--- src/rtl/ins_fetch_unit.sv ---
// Instruction fetch stage: owns the PC, reads 16-bit words from a synchronous ROM,
// gathers 1- or 2-word instructions and hands pre-split fields to decode over valid/ready.
module ins_fetch_unit #(
  parameter int unsigned       ADDR_W   = 16,
  parameter logic [ADDR_W-1:0] RESET_PC = '0
) (
  input  logic              clk,
  input  logic              rst,
  input  logic              en,
  output logic [ADDR_W-1:0] rom_addr,
  input  logic [15:0]       rom_data,
  input  logic              redirect,
  input  logic [ADDR_W-1:0] redirect_addr,
  output logic              ins_valid,
  input  logic              ins_ready,
  output logic [1:0]        ins_byte,
  output logic [1:0]        ins_mode,
  output logic [1:0]        ins_ot,
  output logic [2:0]        ins_op1,
  output logic [2:0]        ins_op2,
  output logic [3:0]        ins_opcode,
  output logic [15:0]       ins_ext,
  output logic [ADDR_W-1:0] ins_pc,
  output logic              ins_illegal
);

  localparam int unsigned WORD_W  = 16;
  localparam logic [1:0]  LEN_TWO = 2'b10;

  typedef enum logic [2:0] {
    IDLE   = 3'd0,
    ISSUE0 = 3'd1,
    CAP0   = 3'd2,
    ISSUE1 = 3'd3,
    CAP1   = 3'd4,
    HOLD   = 3'd5
  } state_t;

  state_t            state;
  state_t            next_state;
  logic [ADDR_W-1:0] pc;
  logic              pc_inc;
  logic              take_pc;
  logic              cap_first;
  logic              cap_ext;
  logic [1:0]        len_code;

  // The ROM is addressed straight from the PC register.
  assign rom_addr = pc;
  assign len_code = rom_data[WORD_W-1:WORD_W-2];

  // State register.
  always_ff @(posedge clk) begin
    if (rst) begin
      state <= IDLE;
    end else begin
      state <= next_state;
    end
  end

  // Next-state and datapath strobes; redirect overrides everything and kills in-flight work.
  always_comb begin
    next_state = state;
    pc_inc     = 1'b0;
    take_pc    = 1'b0;
    cap_first  = 1'b0;
    cap_ext    = 1'b0;
    case (state)
      IDLE: begin
        if (en) begin
          next_state = ISSUE0;
        end
      end
      ISSUE0: begin
        pc_inc     = 1'b1;
        take_pc    = 1'b1;
        next_state = CAP0;
      end
      CAP0: begin
        cap_first  = 1'b1;
        next_state = (len_code == LEN_TWO) ? ISSUE1 : HOLD;
      end
      ISSUE1: begin
        pc_inc     = 1'b1;
        next_state = CAP1;
      end
      CAP1: begin
        cap_ext    = 1'b1;
        next_state = HOLD;
      end
      HOLD: begin
        if (ins_ready) begin
          next_state = en ? ISSUE0 : IDLE;
        end
      end
      default: begin
        next_state = IDLE;
      end
    endcase
    if (redirect) begin
      next_state = en ? ISSUE0 : IDLE;
      pc_inc     = 1'b0;
      take_pc    = 1'b0;
      cap_first  = 1'b0;
      cap_ext    = 1'b0;
    end
  end

  // PC, handshake flag and instruction field registers.
  always_ff @(posedge clk) begin
    if (rst) begin
      pc          <= RESET_PC;
      ins_valid   <= 1'b0;
      ins_byte    <= '0;
      ins_mode    <= '0;
      ins_ot      <= '0;
      ins_op1     <= '0;
      ins_op2     <= '0;
      ins_opcode  <= '0;
      ins_ext     <= '0;
      ins_pc      <= '0;
      ins_illegal <= 1'b0;
    end else begin
      if (redirect) begin
        pc <= redirect_addr;
      end else if (pc_inc) begin
        pc <= pc + ADDR_W'(1);
      end
      ins_valid <= (next_state == HOLD);
      if (take_pc) begin
        ins_pc <= pc;
      end
      if (cap_first) begin
        ins_byte    <= len_code;
        ins_mode    <= rom_data[13:12];
        ins_ot      <= rom_data[11:10];
        ins_op1     <= rom_data[9:7];
        ins_op2     <= rom_data[6:4];
        ins_opcode  <= rom_data[3:0];
        ins_ext     <= '0;
        ins_illegal <= (len_code == 2'b00) || (len_code == 2'b11);
      end
      if (cap_ext) begin
        ins_ext <= rom_data;
      end
    end
  end

endmodule
--- config.mk ---
export PLATFORM = sky130hd
export DESIGN_NAME = ins_fetch_unit
export DESIGN_NICKNAME = d
export VERILOG_FILES = /design/src/rtl/ins_fetch_unit.sv
export SDC_FILE = /design/constraint.sdc
export NUM_CORES = 1
export LEC_CHECK = 0
export CORE_MARGIN = 5
export CORE_UTILIZATION = 40
export DETAILED_ROUTE_END_ITERATION = 7
export PLACE_DENSITY_LB_ADDON = 0.1
export SYNTH_ARGS = -nofsm -noshare
export SYNTH_HDL_FRONTEND = slang
export SYNTH_SLANG_ARGS = --single-unit
--- constraint.sdc ---
create_clock -name clk -period 2.53 [get_ports clk]
set_clock_uncertainty 0.2 [all_clocks]
set_input_delay 0.506 -clock clk [delete_from_list [all_inputs] [get_ports clk]]
set_output_delay 0.506 -clock clk [all_outputs]
set_load 0.02 [all_outputs]
# Word-level counts from Yosys, hierarchy flattened
# Index checks and enable logic that the tools add are counted.
# W data, S select, Z words.
word_totals:
  word_cells: 45
  inputBits: 37
  out_inout_bits: 66
  register_bits: 69
classes:
  n_reduce_logical: 6
  add_sub_neg: 1
  mux: 18
  n_eq_ne: 8
ops:
  columns: ["cell", "count"]
  rows:
  - ["$mux W16", 4]
  - ["$pmux W3 S6", 1]
  - ["$add A16 B1 Y16 const B", 1]
  - ["$mux W3", 4]
  - ["$eq A3 B3 Y1 const B", 3]
  - ["$mux W1", 9]
  - ["$eq A3 B2 Y1 const B", 2]
  - ["$eq A2 B2 Y1 const B", 2]
  - ["$reduce_bool A2 Y1", 2]
  - ["$eq A3 B1 Y1 const B", 1]
  - ["$logic_not A3 Y1", 1]
  - ["$logic_not A2 Y1", 1]
  - ["$reduce_or A2 Y1", 1]
  - ["$logic_or A1 B1 Y1", 1]

# Logic depth before layout (Yosys ltp)
depth:
  word_depth: 6
  ltp_mapped: 7
  ltp_nobuf: 6

# Least setup slack after synthesis
# No wires, ideal clock.
synth_path:
  path_type: "input to register"
  startpoint: "input port redirect"
  endpoint: "register ins_ext[6]"
  path_slack_ns: 0.554
  required_ns: 2.202
  setup_ns: 0.128
  path_buffers: 2
  arrival_ns: 1.649
  cell_stages: 6
  cell_sequence: "buf_2 > nor4b_4 > nor2_1 > buf_2 > a22oi_1 > nor2_1"
synth_via:
  elab_chain_cells: 2
  elab_cells_between_ends: 4
  cone_classes: "mux (3); reduce/logical (1)"
synth_rtl:
  columns: ["item", "line_no", "rtl"]
  rows:
  - ["start, declared", "12", "input logic redirect,"]
  - ["$mux W1", "100", "if (redirect) begin"]
  - ["$mux W16 / $reduce_bool A2 Y1 (equally long branches)", null, null]
  - ["end signal, assigned", "144", "ins_ext <= rom_data;"]
  - ["end, declared", "22", "output logic [15:0] ins_ext,"]
# Several ways; a longest one is shown, not always the timed one.
# A chain may end at the register's enable or synchronous reset.

# Worst setup path after layout
layout_path:
  startpoint: "register pc[6] (netlist: rom_addr[6])"
  endpoint: "output port rom_addr[6]"
layout_rtl:
  columns: ["item", "line_no", "rtl"]
  rows:
  - ["start, declared", "41", "logic [ADDR_W-1:0] pc;"]
  - ["start signal, assigned", "125", "pc <= redirect_addr;"]
  - ["start signal, assigned", "127", "pc <= pc + ADDR_W'(1);"]
  - ["end, declared", "10", "output logic [ADDR_W-1:0] rom_addr,"]
# No word-level cell between the ends.

==> results.yml <==
placed_design:
  dpl.hpwl_microns: 5247
  portBuffers: 102
  gp_congestion: 0.7352
  placed_cell_area_sq_um: 3945
  place_ws_ns: -0.1552
detailed_routing:
  wl_per_cell_microns: 14.09
  viasPerCell: 4.860
  vias: 2595
  routed_wl_microns: 7522
  drc: 0
  drt-initial-drc-count: 103
  ant_nets: 0
  dr.pass1.iters: 5
clock_network:
  cts_buffer_depth: 2
  tritoncts: "yes"
  clk_latency_ns: 0.33
  cts_setup_buffers: 0
  ctsResizeCount: 0
  clkTransAtPathRegs_ns: 0.07
  ctsRootBufferMaster: "clkbuf_8"
  numCtsBuffers: 9
  htree_levels: 3
  cts_hold_buf: 0
  clock_sinks: 69
cells_and_area:
  final_common_cell: "clkdlybuf4s50_1"
  num-fill-cells: 663
  mostFrequentLayoutCells: "clkdlybuf4s50_1 (101), nand2_1 (76), dfxtp_1 (69)"
  final_area_sq_um: 4106
  diodes: 0
  area_growth_syn_to_layout_pct: 44.84
  nNetsFinal: 472
  drive_above_1_share: 0.07763
global_routing:
  grt_pass1_wl_microns: 12310
  grt-ovfl-total: 0
  grtUsageTotal: 0.1757
  grt_pass1_vias: 2545
  antenna_found_initial: 0
  grt_max_degree: 37
floorplanning:
  row_count: 30
  die_w_microns: 94.19
  io_pins: 103
  die_h_microns: 94.19
  core_area_sq_um: 6832
  dieArea_sq_um: 8872
  initial_core_util: 0.4150
worst_setup_path:
  slowest_stage: "clkdlybuf4s50_1"
  r2r_slack_ns: 0.53
  critPathCaptureType: "output pin"
  crit_start: "rom_addr[6]"
  required_ns: 1.82
  cp_top_family: "buffers and inverters"
  start_kind: "flip-flop"
  rr_worst_depth: 5
  critical_path_class: "reg2out"
  cpPeakStageDelay_ns: 0.67
  worstPathArrival_ns: 1.53
  crit_chain: "clkdlybuf4s50_1"
  reg2reg_from: "state[0]"
  crit_cells: 1
  path_buf_inv: 1
  path_max_fanout: 6
  r2r-end: "rom_addr[14]"
yosys:
  avgSynthCellArea_sq_um: 8.514
  synth_edf_count: 0
  syn_nets: 372
  synth.distinct_cells: 37
  yosysWarnings: 0
  synth.cell_area_sq_um: 2835
  synthArstFlopShare: 0
  syn_inst: 333
  synth-seq-cells: 69
  synth-main-ff-cell: "dfxtp_1"
  ys_seq_area_frac: 0.4872
power:
  intPower_w: 0.001600
  switching_share: 0.2640
  clockPowerShare: 0.346
  power_w: 0.002175
  seqPwrFrac: 0.533
  ir_drop_v: 0.0003271
  leakage_nw: 1.434
  p_switching_w: 0.0005742
  powerDensity_nw_per_um2: 529.6
  power.share.combinational: 0.121
hold_path:
  worstHoldPathType: "reg2reg"
  hold_end: "ins_pc[9]"
  min_from: "ins_pc[9]"
  min_path_cells: 2
sta:
  tightest_slew_ns: 0.7102
  setup_viol: 0
  fmax_mhz: 447.8
  tns_ns: 0
  rsz0062_at_grt: "no"
  finalHoldViolCount: 0
  slew_viol_final: 0
  slew_headroom: 0.5261
  layout_min_cycle_time_ns: 2.233
  min_period_over_period: 0.8827
  fin_ws_ns: 0.2968
flow_run:
  maxCapViolations: 0
status:
  status: "finished, final reports clean"
-- power groups by stage --
stage / clock network, W / logic [W] / registers (W)
after floorplan: 0 / 0.000102 / 0.00120
after global placement: 0 / 0.000263 / 0.00118
after detailed placement: 0 / 0.000265 / 0.00118
after CTS: 0.000774 / 0.000266 / 0.00116
after global routing: 0.000826 / 0.000287 / 0.00117
final: 0.000753 / 0.000263 / 0.00116
-- synthesized netlist by cell type (2+ instances only) --
| master | count | area (sq um) |
|---|---|---|
| dfxtp_1 | 69 | 1381 |
| o21ai_0 | 2 | 10.01 |
| buf_2 | 5 | 25.02 |
| clkbuf_1 | 16 | 60.06 |
| nand4_1 | 5 | 31.28 |
| xnor2_1 | 8 | 70.07 |
| nand3_1 | 3 | 15.01 |
| ha_1 | 2 | 25.02 |
| nor2_1 | 34 | 127.6 |
| xor2_1 | 5 | 43.79 |
| a22oi_1 | 16 | 120.1 |
| nor4b_4 | 2 | 47.55 |
| nor3_1 | 5 | 25.02 |
| nand2_1 | 76 | 285.3 |
| nor4_1 | 6 | 37.54 |
| inv_1 | 6 | 22.52 |
| mux2i_1 | 3 | 30.03 |
| a21oi_1 | 39 | 195.2 |
| a211oi_1 | 11 | 82.58 |
| nor2b_1 | 2 | 12.51 |
| nand4b_4 | 2 | 47.55 |
-- routing by layer --
layer | vias to the layer above | routed length, microns | part of all wire | global-route usage
li1 | 1337 | - | - | -
met1 | 1165 | 3218 | 0.43 | 0.2150
met2 | 84 | 3635 | 0.48 | 0.2861
met3 | 9 | 566 | 0.075 | 0.05288
met4 | 0 | 102 | 0.014 | 0.07220
met5 | - | 0 | 0 | 0
-- kinds of logic (layout without fill, tap and decap cells) --
logic type | after synthesis | after routing | synth area share
flip-flops | 69 | 69 | 0.4872
adder cells (fa/ha/maj) | 2 | 2 | 0.008825
buffers and inverters | 30 | 135 | 0.04501
AO/OA/AOI/OAI | 72 | 72 | 0.1567
AND/OR/NAND/NOR | 143 | 143 | 0.2476
XOR/XNOR | 13 | 13 | 0.04016
multiplexers | 4 | 4 | 0.01456
-- worst register-to-register path, delay by kind of cell (launching register included) --
family / cells / cell delay (ns)
buf+inv: 1 / 0.23
flops: 1 / 0.65
simple gates: 2 / 0.49
compound gates: 1 / 0.24
xor+xnor: 1 / 0.11
-- final cells by class --
| cell class | count | area [sq um] | area share |
|---|---|---|---|
| clock buffer | 11 | 131.4 | 0.03199 |
| clock inverter | 5 | 27.53 | 0.006703 |
| inverter | 7 | 26.28 | 0.006399 |
| multi-input combinational | 234 | 1329 | 0.3236 |
| sequential | 69 | 1381 | 0.3364 |
| tap | 96 | 120.1 | 0.02925 |
| timing repair buffer | 112 | 1091 | 0.2657 |
-- flip-flops by register name, indices dropped and copies added (netlist names), 3 cells and up --
name        flops
ins_op2         3
ins_pc         16
ins_op1         3
ins_opcode      4
state           3
ins_ext        16
rom_addr       16
-- how the worst max path moves through the flow --
stage | to | slack, ns
detailed placement | ins_ext[7] | -0.16
global route | rom_addr[6] | 0.24
finish | rom_addr[6] | 0.30
floorplan | ins_ext[6] | 0.55
CTS | ins_ext[7] | 0.22
global placement | ins_ext[8] | -0.06
-- through the flow --
step	instances	hold WS, ns	util
2_1_floorplan	333	0.3345	-
5_1_grt	534	0.2715	0.6011
6_report	534	0.2530	0.6011
3_3_place_gp	518	0.2413	0.5775
4_1_cts	534	0.2559	0.6007
3_5_place_dp	518	0.2461	0.5775
(Power assumes the default switching activity.)
==> edit, RTL diff (same flow settings) <==
Re-encode `state_t` (6 states) as one-hot, 6 bits wide.
--- a/src/rtl/ins_fetch_unit.sv
+++ b/src/rtl/ins_fetch_unit.sv
@@ -27,13 +27,13 @@
   localparam int unsigned WORD_W  = 16;
   localparam logic [1:0]  LEN_TWO = 2'b10;
 
-  typedef enum logic [2:0] {
-    IDLE   = 3'd0,
-    ISSUE0 = 3'd1,
-    CAP0   = 3'd2,
-    ISSUE1 = 3'd3,
-    CAP1   = 3'd4,
-    HOLD   = 3'd5
+  typedef enum logic [5:0] {
+    IDLE   = 6'b000001,
+    ISSUE0 = 6'b000010,
+    CAP0   = 6'b000100,
+    ISSUE1 = 6'b001000,
+    CAP1   = 6'b010000,
+    HOLD   = 6'b100000
   } state_t;
 
   state_t            state;
Formal check against the unedited RTL: no difference found for any inputs over 10 cycles, from zero or initial values and one cycle with rst high; not proved beyond that.
==> edit against the unedited design <==
Global-route usage down 0.49 points. Die area up 7.2%. Count of clock-buffer cells in the layout down 1. Via count up 4.9%. First-iteration DRC count up 17%. Wire length up 7.0%. Total power up 8.4%. Setup slack better by 0.083 ns. Synthesized cell count down 4.2%. Sequential cell count up 3. Hold slack better by 0.030 ns. Synthesized area up 8.1%. Cell area up 7.3%. Critical path type unchanged.
==> edit: results <==
metrics = {
    "outcome": {
        "status": "finished, final reports clean",
    },
    "layout": {
        "final_nets": 459,
        "instances_no_fill": 527,
        "drive_above_1_share_pct": 7.76,
    },
    "yosys": {
        "ys_seq_area_share_pct": 47.0,
        "synth.net_count": 358,
        "syn_area_per_cell_sq_um": 9.61,
        "yosysUniqueCellTypes": 48,
    },
    "hold_path": {
        "min_to": "ins_ext[6]",
        "hp-start": "ins_ext[6]",
    },
    "sta": {
        "worstMarginPinSlew_ns": 0.664,
        "finalCritPeriodShare_pct": 85.0,
    },
    "pwr": {
        "peakVddDrop_uv": 265,
    },
    "drt": {
        "first_iter_violations": 120,
        "via_per_inst": 5.17,
    },
    "placed_design": {
        "pre_cts_slack_ns": 0.183,
        "hpwl_um": 5820,
        "placed_area_sq_um": 4210,
        "post-place-cells": 511,
    },
    "setup_path": {
        "rr_worst_depth": 4,
        "endpoint": "rom_addr[7]",
        "crit_start": "rom_addr[7]",
        "r2r_start": "state[0]",
        "cp_max_fo": 7,
        "regToRegEndpoint": "rom_addr[12]",
    },
    "grt": {
        "grt_pass1_wl_um": 13400,
        "grt_max_degree": 29,
    },
}
[edit: report_power, final]
part	switching (mW)	internal, mW
Clock	0.448	0.459
Sequential	0.0376	1.16
Combinational	0.121	0.135
[edit: logic make-up (layout without fill, tap and decap cells)]
family | count (synthesis) | count (layout) | synth area share [%]
XOR/XNOR | 8 | 8 | 2.29
AO/OA/AOI/OAI | 52 | 52 | 13.1
AND/OR/NAND/NOR | 115 | 115 | 19.7
flip-flops | 72 | 72 | 47.0
buffers and inverters | 33 | 139 | 4.98
multiplexers | 37 | 37 | 12.1
adder cells (fa/ha/maj) | 2 | 2 | 0.816
[edit: per-layer routing]
metal  wire (um)  global-route usage [%]  part of all wire, %
met1        3760                    22.8                   47
met2        3720                    26.2                   46
met3         482                    4.95                  6.0
met4          94                    6.07                  1.2
met5           0                       0                    0
[edit: layout make-up]
type	count	area share [%]
multi-input combinational	214	33.4
sequential	72	32.7
timing repair buffer	115	25.9
clock buffer	10	2.90
tap	102	2.90
clock inverter	6	1.53
inverter	8	0.682
